## src/rtl/event_encoder.sv

```systemverilog
// Registered 8-to-3 event encoder: rising edges on d are queued as sticky pending
// bits and drained one index per cycle over valid/ready. Define RR_ARB_EN for round-robin selection.
module event_encoder #(
  parameter int N = 8,
  parameter int W = 3
) (
  input  logic         clk,
  input  logic         rst,
  input  logic [N-1:0] d,
  input  logic         ready,
  output logic [W-1:0] i,
  output logic         valid,
  output logic         busy,
  output logic         ovf
);

  typedef enum logic {IDLE, HOLD} state_t;

  state_t         state, state_nxt;
  logic [N-1:0]   d_q;
  logic [N-1:0]   pending;
  logic [N-1:0]   rise;
  logic [N-1:0]   load_mask;
  logic [W-1:0]   sel;
  logic           load;
  logic           has_pend;

  assign rise     = d & ~d_q;
  assign has_pend = |pending;
  assign valid    = (state == HOLD);
  assign busy     = has_pend | valid;

`ifdef RR_ARB_EN
  logic [W-1:0] last_loaded;
  logic [W-1:0] cand;

  // Walk offsets from far to near so the nearest set bit after last_loaded wins;
  // W-bit wraparound gives the mod-N search because N == 2**W.
  always_comb begin
    sel  = '0;
    cand = '0;
    for (int off = N - 1; off >= 0; off--) begin
      cand = last_loaded + W'(1) + W'(off);
      if (pending[cand]) sel = cand;
    end
  end

  always_ff @(posedge clk) begin
    if (rst)       last_loaded <= W'(N - 1);
    else if (load) last_loaded <= sel;
  end
`else
  // Ascending scan: the last match is the highest set index.
  always_comb begin
    sel = '0;
    for (int k = 0; k < N; k++) begin
      if (pending[k]) sel = W'(k);
    end
  end
`endif

  // NOTE: every signal driven here gets a default first, so no path leaves a
  // value unassigned and no latch is inferred.
  always_comb begin
    state_nxt = state;
    load      = 1'b0;
    case (state)
      IDLE: begin
        if (has_pend) begin
          load      = 1'b1;
          state_nxt = HOLD;
        end
      end
      HOLD: begin
        if (ready) begin
          if (has_pend) load      = 1'b1;
          else          state_nxt = IDLE;
        end
      end
    endcase
    load_mask = load ? (N'(1) << sel) : '0;
  end

  // NOTE: state registers use non-blocking assignments so every update in this
  // block sees the pre-edge values, independent of statement order.
  always_ff @(posedge clk) begin
    if (rst) begin
      state   <= IDLE;
      d_q     <= '0;
      pending <= '0;
      i       <= '0;
      ovf     <= 1'b0;
    end else begin
      state   <= state_nxt;
      d_q     <= d;
      // A rise on the bit being loaded re-sets it, so that new event is kept.
      pending <= (pending & ~load_mask) | rise;
      if (load) i <= sel;
      if (|(rise & pending & ~load_mask)) ovf <= 1'b1;
    end
  end

endmodule

```

## config.mk

```make
export PLATFORM = sky130hd
export DESIGN_NAME = event_encoder
export DESIGN_NICKNAME = d
export VERILOG_FILES = /design/src/rtl/event_encoder.sv
export SDC_FILE = /design/constraint.sdc
export NUM_CORES = 1
export LEC_CHECK = 0
export ABC_AREA = 0
export CAP_MARGIN = 5
export CORE_UTILIZATION = 53
export DETAILED_ROUTE_END_ITERATION = 16
export PLACE_DENSITY = 0.82
export SYNTH_ARGS = -nofsm -noshare
export SYNTH_HDL_FRONTEND = slang
export SYNTH_SLANG_ARGS = --single-unit
```

## constraint.sdc

```tcl
create_clock -name clk -period 3.1 [get_ports clk]
set_input_delay 0.62 -clock clk [delete_from_list [all_inputs] [get_ports clk]]
set_output_delay 0.62 -clock clk [all_outputs]
set_load 0.02 [all_outputs]
```

==> run_results.csv, run 1 <==
group,metric,value,unit
min_path,hold_depth,2,
worst_setup_path,reg2reg_from,"pending[4]$_SDFF_PP0_",
place,post-place-ws,0.984,ns
yosys,yosys.area_share.simple,26.7,%
cells_and_area,nets,127,
clock_network,cts_hold_buf,0,
die,die_w,43.3,um
run,cap_violations,0,
drt,antenna_left,0,
cells_and_area,drive_gt1_share,7.83,%
yosys,ys_ff_latch,21,
place,post-dp-hpwl,1190,um
place,placed_area,1070,um2
yosys,syn_inst,99,
clock_network,clk_pin_slew,0.12,ns
worst_setup_path,setup.worst_path.start_class,"flip-flop",
worst_setup_path,critPathKind,"flip-flop to output port",
yosys,synth_mux_area_share,0,%
worst_setup_path,arrival,1.84,ns
min_path,hold_path_end,"i[2]$_SDFFE_PP0P_",
drt,vias_per_cell,5.73,
sta,slew_headroom,49.8,%
yosys,synth_nets,110,
status,run_status,"finished clean",
yosys,synth-adder-area-share,0,%
place,gp_congestion,0.805,
yosys,synth-compound-area-share,22.1,%
clock_network,clk_path_buf_depth,2,
drt,drt-total-wl,1680,um
cells_and_area,syn_to_final_growth,21.2,%
worst_setup_path,r2r_cells,4,
die,design.portCount,17,
worst_setup_path,worstSetupEndpointType,"output port",
die,coreArea,1540,um2
sta,tightest_slew,0.751,ns
clock_network,cts_buffers,3,
place,portBuffers,16,
global_routing,grt_max_degree,22,
worst_setup_path,crit_required,2.48,ns
sta,skew,0.00308,ns
drt,via_count,751,
sta,max_clock_freq,406,MHz
sta,finalMaxSlewViolations,0,
sta,fin_ws,0.636,ns
die,chipHeight,43.3,um
yosys,synth_cell_types,26,
worst_setup_path,timing.rr.end,"ovf$_SDFFE_PP0P_",
clock_network,htree_levels,1,
global_routing,grt_pass1_vias,689,
sta,min_period,2.46,ns
sta,hold_violations,0,
global_routing,track_usage,20.6,%
die,rows,14,
yosys,syn_area,905,um2
sta,tns,0,ns
drt,drc,0,
sta,post-route-period-util,79.5,%
worst_setup_path,r2r_slack,1.59,ns
min_path,min_path_type,"flip-flop to flip-flop",
drt,drt_iter0_drc,6,
clock_network,clk_latency,0.31,ns
drt,wl_per_cell,12.8,um
clock_network,post_cts_buffers,0,
yosys,yosysWarnings,0,
sta,setup_violations,0,
clock_network,cts-resized-gates,0,
clock_network,cts.sinks,21,
global_routing,antenna_found_initial,0,
power_and_ir_drop,vdd.ir_drop.worst,325,uV
global_routing,grt_pass1_wl,2820,um
drt,dr.pass1.iters,4,
worst_setup_path,critPathMaxFanout,7,
sta,rsz0062_at_grt,"no",
die,fp.dieArea,1880,um2
yosys,synth-seq-area-share,46.5,%
power_and_ir_drop,power_density,514,nW/um2
clock_network,cts_root_buf,"clkbuf_4",
cells_and_area,final_area,1100,um2
yosys,synth_xor_area_share,0,%
yosys,synth.avg_cell_area,9.14,um2
yosys,synth_top_family_by_area,"simple AND/OR/NAND/NOR gates",
power_and_ir_drop,leakagePower,0.000406,uW
min_path,hp-start,"i[2]$_SDFFE_PP0P_",
die,start_util,58.7,%
clock_network,cts_tree,"yes",
cells_and_area,diodes,0,
global_routing,grt_overflow,0,
[cells in the final DEF (no fill, tap or decap), drive strengths merged]
cell           instances
a311oi                 4
dfxtp                 21
nand3b                 2
o21bai                 1
o311ai                 1
a21oi                 11
nand4                  1
o211a                  1
clkinv                 1
nand2                  4
clkdlybuf4s50         16
a32oi                  1
nor3                   1
clkbuf                 3
nor4                   2
a41oi                  1
o41ai                  1
nand2b                 9
a31oi                  2
inv                    7
o21ai                  5
nor2                   8
nor2b                 11
o31a                   1
[critical path, cell delays in order, from the launching register on]
cell,delay [ns]
dfxtp_1,0.38
nor4_4,0.47
nand3b_1,0.12
clkdlybuf4s50_1,0.55
[final cells by class]
cell class                 count  area, um2
fill                         129        445
multi-input combinational     67        442
sequential                    21        420
timing repair buffer          16        160
inverter                       7       26.3
clock buffer                   3       22.5
tap                           16       20.0
clock inverter                 1       5.00
[logic make-up after synthesis]
| kind of cell | count (synthesis) |
|---|---|
| buf+inv | 11 |
| compound gates | 29 |
| flops | 21 |
| simple gates | 38 |
[sequential cells by signal, summed over array words and instances (netlist names)]
register  count
d_q           8
i             3
pending       8
ovf           1
valid         1
[metal layers]
metal  track usage [%]  wire length (um)
met1              25.9               773
met2              32.2               786
met3              5.11                83
met4              10.9                34
met5                 0                 0
[power by group]
part / internal (uW) / total [uW] / switching, uW
Combinational: 58.9 / 116 / 57.0
Clock: 48.4 / 135 / 86.6
Sequential: 292 / 313 / 21.3
[synth_stat cells]
library cell	n	share of area [%]
a41oi_1	1	0.97
nor2_1	8	3.3
clkbuf_1	3	1.2
nor3_1	1	0.55
inv_1	7	2.9
nand2b_1	9	6.2
dfxtp_1	21	46
a31oi_1	2	1.4
o21ai_0	4	2.2
nand2_2	1	0.69
a311oi_1	4	3.9
o41ai_2	1	1.8
o31a_1	1	0.97
o21ai_1	1	0.55
nor2b_1	11	7.6
nand2_1	3	1.2
a21oi_1	10	5.5
a21oi_2	1	0.97
nand3b_1	2	1.7
o211a_1	1	1.1
o311ai_0	1	0.97
nand4_1	1	0.69
nor4_4	2	4.7
a32oi_1	1	0.97
buf_2	1	0.55
o21bai_1	1	0.83
[how the worst max path moves through the flow]
stage                          start  endpoint  cells after the start
2_1_floorplan  pending[4]$_SDFF_PP0_      busy                      2
3_3_place_gp   pending[4]$_SDFF_PP0_      busy                      3
3_5_place_dp   pending[4]$_SDFF_PP0_      busy                      3
4_1_cts        pending[4]$_SDFF_PP0_      busy                      3
5_1_grt        pending[4]$_SDFF_PP0_      busy                      3
6_report       pending[4]$_SDFF_PP0_      busy                      3
[per-stage QoR]
step	cells	total power, uW	hold WS (ns)	util (%)
floorplan	99	390	0.477	-
global placement	127	431	0.461	69.3
detailed placement	127	435	0.464	69.3
CTS	131	565	0.481	71.1
global route	131	588	0.542	71.1
finish	131	564	0.476	71.1
Power figures use the tool's default switching activity.
==> inputs of run 2 (changes only) <==
--- a/config.mk
+++ b/config.mk
@@ -7,9 +7,9 @@
 export LEC_CHECK = 0
 export ABC_AREA = 0
 export CAP_MARGIN = 5
-export CORE_UTILIZATION = 53
+export CORE_UTILIZATION = 44
 export DETAILED_ROUTE_END_ITERATION = 16
-export PLACE_DENSITY = 0.82
+export PLACE_DENSITY = 0.73
 export SYNTH_ARGS = -nofsm -noshare
 export SYNTH_HDL_FRONTEND = slang
 export SYNTH_SLANG_ARGS = --single-unit
==> constraint.sdc (replaced) <==
create_clock -name clk -period 2.02 [get_ports clk]
set_input_delay 0.404 -clock clk [delete_from_list [all_inputs] [get_ports clk]]
set_output_delay 0.404 -clock clk [all_outputs]
set_load 0.02 [all_outputs]
==> run 2 against run 1 <==
Critical endpoint unchanged. Register-to-register slack got worse by 1.0 ns. Sequential share of layout area fell by 1.4 points. Via count up 3.2%. Largest power group unchanged. Sequential power rose by 54%.
==> run_results.csv, run 2 (same netlist as run 1, synthesis figures left out) <==
group,metric,value,unit
drt,via_count,775,
sta,hold_violations,0,
place,dp_cells,142,
cells_and_area,largestRegisters,"d_q x8, pending x8, i x3",
drt,wl_per_cell,12.4,um
clock_network,clk_latency,0.31,ns
die,coreArea,1940,um2
clock_network,clk_path_buf_depth,2,
sta,post-route-period-util,93.0,%
power_and_ir_drop,power_density,767,nW/um2
worst_setup_path,critPathMaxFanout,8,
worst_setup_path,r2r_slack,0.59,ns
sta,setup_violations,0,
clock_network,cts.sinks,21,
clock_network,cts_buffers,3,
worst_setup_path,critPathSlowestCell,"dfxtp_1",
clock_network,clk_pin_slew,0.11,ns
cells_and_area,final_cell_mix,"dfxtp_1, clkdlybuf4s50_1, nor2b_1",
clock_network,htree_levels,1,
worst_setup_path,reg2reg_from,"pending[4]$_SDFF_PP0_",
die,start_util,46.6,%
die,die_w,47.3,um
worst_setup_path,setup.worst_path.start_class,"flip-flop",
sta,rsz0062_at_grt,"no",
worst_setup_path,arrival,1.47,ns
sta,tns,0,ns
sta,skew,0.00172,ns
worst_setup_path,crit_required,1.62,ns
place,post-dp-hpwl,1330,um
global_routing,grt_pass1_vias,692,
sta,finalMaxSlewViolations,0,
place,gp_congestion,0.775,
min_path,hold_depth,2,
min_path,hold_path_end,"i[2]$_SDFFE_PP0P_",
sta,timing.hold.ws,0.485,ns
cells_and_area,syn_to_final_growth,25.9,%
worst_setup_path,crit_path_max_incr_delay,0.42,ns
drt,antenna_left,0,
die,rows,16,
power_and_ir_drop,leakagePower,0.000424,uW
clock_network,cts_root_buf,"clkbuf_4",
min_path,min_path_type,"flip-flop to flip-flop",
worst_setup_path,worstSetupEndpointType,"output port",
cells_and_area,layoutNonFillerInstCount,146,
status,run_status,"finished clean",
cells_and_area,final_common_cell,"dfxtp_1",
sta,min_period,1.88,ns
worst_setup_path,worstPathCellList,"nor4_4, nand3b_1, dlygate4sd2_1",
min_path,hp-start,"i[2]$_SDFFE_PP0P_",
cells_and_area,nets,131,
drt,dr.pass1.iters,4,
die,fp.dieArea,2240,um2
place,post-place-ws,0.195,ns
global_routing,track_usage,20.0,%
global_routing,grt_max_degree,22,
global_routing,grt_pass1_wl,2990,um
sta,max_clock_freq,533,MHz
clock_network,cts_tree,"yes",
worst_setup_path,r2r_cells,5,
place,portBuffers,16,
die,chipHeight,47.3,um
cells_and_area,final_area,1140,um2
sta,tightest_slew,0.388,ns
drt,drc,0,
drt,drt_iter0_drc,18,
place,placed_area,1110,um2
cells_and_area,fillCellCount,193,
sta,fin_ws,0.142,ns
run,cap_violations,0,
global_routing,grt_overflow,0,
worst_setup_path,critPathKind,"flip-flop to output port",
die,design.portCount,17,
sta,slew_headroom,74.1,%
drt,vias_per_cell,5.31,
cells_and_area,diodes,0,
worst_setup_path,timing.rr.end,"ovf$_SDFFE_PP0P_",
power_and_ir_drop,vdd.ir_drop.worst,447,uV
global_routing,antenna_found_initial,0,
cells_and_area,drive_gt1_share,10.9,%
drt,drt-total-wl,1810,um
## run 2: cell count changes in the layout (fill, tap and decap cells not counted), sizes merged
cell | before | now
dlygate4sd2 | 0 | 1
buf | 0 | 4
clkdlybuf4s50 | 16 | 15
## run 2: per-layer routing
metal  part of all wire [%]  GRT usage, %  up-vias
li1                       -             -      387
met5                      0             0        -
met3                    4.0          5.77        5
met4                    1.7          8.57        0
met2                     52          34.0       20
met1                     42          23.2      363
## run 2: worst max-delay path by stage
stage	start	endpoint	slack (ns)	cells past startpoint
2_1_floorplan	pending[4]$_SDFF_PP0_	busy	0.59	2
3_3_place_gp	ready	ovf$_SDFFE_PP0P_	0.25	5
3_5_place_dp	ready	ovf$_SDFFE_PP0P_	0.19	5
4_1_cts	pending[3]$_SDFF_PP0_	busy	0.13	3
5_1_grt	pending[3]$_SDFF_PP0_	busy	0.02	3
6_report	pending[3]$_SDFF_PP0_	busy	0.14	3
## run 2: report_power, final
group	internal [uW]	switching, uW	leakage, uW
clock	74.1	129	0.0000177
sequential	447	33.0	0.000175
combinational	98.3	90.6	0.000231
## run 2: cell type report
| cell class | instances | area, um2 | area share (%) |
|---|---|---|---|
| Clock buffer | 3 | 22.5 | 1.98 |
| Clock inverter | 1 | 5.00 | 0.440 |
| Inverter | 7 | 26.3 | 2.31 |
| Multi-Input combinational cell | 67 | 442 | 38.8 |
| Sequential cell | 21 | 420 | 36.9 |
| Tap cell | 27 | 33.8 | 2.97 |
| Timing Repair Buffer | 20 | 189 | 16.6 |
## run 2: repair_timing
item,in CTS,in global routing
endpoints found under the setup margin,1,0
hold buffers,0,0
gates resized for setup,1,0
buffers inserted,0,0
## run 2: through the flow
step | utilization (%) | total power (uW)
2_1_floorplan | - | 599
6_report | 58.6 | 873
3_3_place_gp | 57.3 | 674
5_1_grt | 58.6 | 928
3_5_place_dp | 57.3 | 680
4_1_cts | 58.6 | 882
## run 2: critical path, delay by kind of cell (launching register included)
family                 cells  cell delay, ns
buffers and inverters      1            0.33
flip-flops                 1            0.42
AND/OR/NAND/NOR            2            0.42
==> inputs of run 3 (changes only) <==
--- a/config.mk
+++ b/config.mk
@@ -6,9 +6,11 @@
 export NUM_CORES = 1
 export LEC_CHECK = 0
 export ABC_AREA = 0
-export CAP_MARGIN = 5
+export CAP_MARGIN = 20
+export CORE_MARGIN = 10
 export CORE_UTILIZATION = 44
 export DETAILED_ROUTE_END_ITERATION = 16
+export MAX_ROUTING_LAYER = met4
 export PLACE_DENSITY = 0.73
 export SYNTH_ARGS = -nofsm -noshare
 export SYNTH_HDL_FRONTEND = slang
==> run 3 against run 2 <==
Wire length rose by 6.6%. Fmax barely moved. Critical path depth unchanged. Critical path type unchanged. Combinational power hardly changed. Clock power hardly changed. Clock-buffer cell count grew 1. Via count shrank 2.7%. Total power rose by 0.17%. Largest power group unchanged. Register-to-register slack about the same. Critical endpoint unchanged. Worst setup slack improved by 0.0013 ns.
==> run_results.csv, run 3 (same netlist as run 1, synthesis figures left out) <==
group,metric,value,unit
drt,drt-total-wl,1930,um
worst_setup_path,worstPathCellList,"nor4_4, nand3b_1, dlygate4sd2_1",
cells_and_area,syn_to_final_growth,25.7,%
drt,wl_per_cell,13.2,um
sta,hold_violations,0,
worst_setup_path,arrival,1.47,ns
sta,min_period,1.88,ns
place,post-place-ws,0.225,ns
power_and_ir_drop,switching_share,28.7,%
clock_network,cts_tree,"yes",
die,rows,16,
clock_network,cts_buffers,3,
worst_setup_path,critPathMaxFanout,8,
min_path,hold_depth,2,
drt,drc,0,
cells_and_area,drive_gt1_share,10.1,%
cells_and_area,final_cell_mix,"dfxtp_1, clkdlybuf4s50_1, nor2b_1",
global_routing,met3_usage,2.54,%
die,die_w,65.3,um
global_routing,grt_overflow,0,
cells_and_area,fillCellCount,200,
worst_setup_path,critPathSlowestCell,"dfxtp_1",
drt,dr.pass1.iters,4,
clock_network,clk_pin_slew,0.11,ns
power_and_ir_drop,switchingPower,251,uW
clock_network,clk_path_buf_depth,2,
sta,slew_headroom,74.5,%
place,placed_area,1110,um2
clock_network,cts_root_buf,"clkbuf_4",
run,cap_violations,0,
global_routing,grt_max_degree,22,
drt,vias_per_cell,5.16,
global_routing,grt_pass1_vias,765,
sta,post-route-period-util,92.9,%
cells_and_area,final_area,1140,um2
worst_setup_path,crit_required,1.62,ns
power_and_ir_drop,p_comb_share,21.9,%
die,fp.dieArea,4270,um2
sta,rsz0062_at_grt,"no",
global_routing,antenna_found_initial,0,
sta,skew,0.00640,ns
place,gp_congestion,0.809,
die,coreArea,1960,um2
drt,antenna_left,0,
worst_setup_path,startpoint,"pending[3]$_SDFF_PP0_",
cells_and_area,final_common_cell,"dfxtp_1",
drt,via_count,754,
cells_and_area,layoutNonFillerInstCount,146,
place,post-dp-hpwl,1410,um
worst_setup_path,cp_top_family,"flip-flops",
worst_setup_path,worstSetupEndpointType,"output port",
sta,tightest_slew,0.382,ns
worst_setup_path,crit_path_max_incr_delay,0.42,ns
place,dp_cells,142,
sta,tns,0,ns
min_path,hp-start,"i[2]$_SDFFE_PP0P_",
place,portBuffers,16,
sta,max_clock_freq,533,MHz
die,start_util,46.1,%
global_routing,track_usage,10.2,%
drt,drt_iter0_drc,28,
worst_setup_path,reg2reg_from,"pending[4]$_SDFF_PP0_",
clock_network,htree_levels,1,
power_and_ir_drop,p_seq_share,54.8,%
worst_setup_path,setup.worst_path.start_class,"flip-flop",
power_and_ir_drop,leakagePower,0.000421,uW
status,run_status,"finished clean",
worst_setup_path,critPathKind,"flip-flop to output port",
power_and_ir_drop,power_density,769,nW/um2
min_path,min_path_type,"flip-flop to flip-flop",
worst_setup_path,r2r_cells,5,
sta,setup_violations,0,
global_routing,grt.busiest_layer,"met2",
sta,fin_ws,0.144,ns
global_routing,grtUsageMet2,16.6,%
cells_and_area,largestRegisters,"d_q x8, pending x8, i x3",
power_and_ir_drop,internal_power,623,uW
clock_network,cts.sinks,21,
worst_setup_path,cp_num_buf_inv,1,
worst_setup_path,cp.depth,3,
cells_and_area,diodes,0,
global_routing,met1_usage,10.7,%
cells_and_area,nets,131,
global_routing,grt_pass1_wl,3390,um
power_and_ir_drop,vdd.ir_drop.worst,406,uV
power_and_ir_drop,totalPowerFinal,874,uW
die,design.portCount,17,
sta,finalMaxSlewViolations,0,
power_and_ir_drop,pwr-share-clk,23.2,%
clock_network,clk_latency,0.31,ns
die,chipHeight,65.3,um
clock_network,cts_hold_buf,0,
-- run 3: cell count changes in the layout (fill, tap and decap cells not counted) --
cell and change:
clkinv_2 -1, clkbuf_1 +1
-- run 3: worst paths after layout --
check / end / slack, ns
max: busy / 0.14
min: i[2]$_SDFFE_PP0P_ / 0.49
max reg2reg: ovf$_SDFFE_PP0P_ / 0.60
min reg2reg: i[2]$_SDFFE_PP0P_ / 0.49
-- run 3: worst reg2reg max path, cell delays in order (launching register included) --
cell and delay [ns]:
dfxtp_1 0.37, nor4_4 0.33, buf_4 0.20, a41oi_1 0.10
nor3_1 0.22, a31oi_1 0.10
-- run 3: repair_timing --
action / CTS / global route
setup endpoints to repair: 1 / 0
buffers inserted: 0 / 0
gates resized for setup: 1 / 0
hold endpoints to repair: 0 / 0
-- run 3: cell type report --
class	instances	area, um2	share of cell area, %
repair buffers	20	189	16.6
flip-flops and latches	21	420	37.0
multi-input cells	67	442	38.8
clock buffers	4	26.3	2.31
well taps	27	33.8	2.97
inverters	7	26.3	2.31
-- run 3: through the flow --
step	util [%]	hold WS (ns)
6_report	58.0	0.486
3_3_place_gp	56.7	0.465
2_1_floorplan	-	0.476
5_1_grt	58.0	0.524
4_1_cts	58.0	0.492
3_5_place_dp	56.7	0.476
-- run 3: power groups by stage --
stage          Sequential [uW]  Combinational [uW]  Clock, uW
3_3_place_gp               487                 188          0
3_5_place_dp               489                 191          0
5_1_grt                    485                 212        230
2_1_floorplan              496                 103          0
4_1_cts                    479                 193        204
6_report                   479                 192        203
-- run 3: metal layers --
| metal | routed length [um] | vias up |
|---|---|---|
| li1 | - | 387 |
| met5 | 0 | - |
| met3 | 93 | 5 |
| met2 | 904 | 15 |
| met4 | 57 | 0 |
| met1 | 878 | 347 |
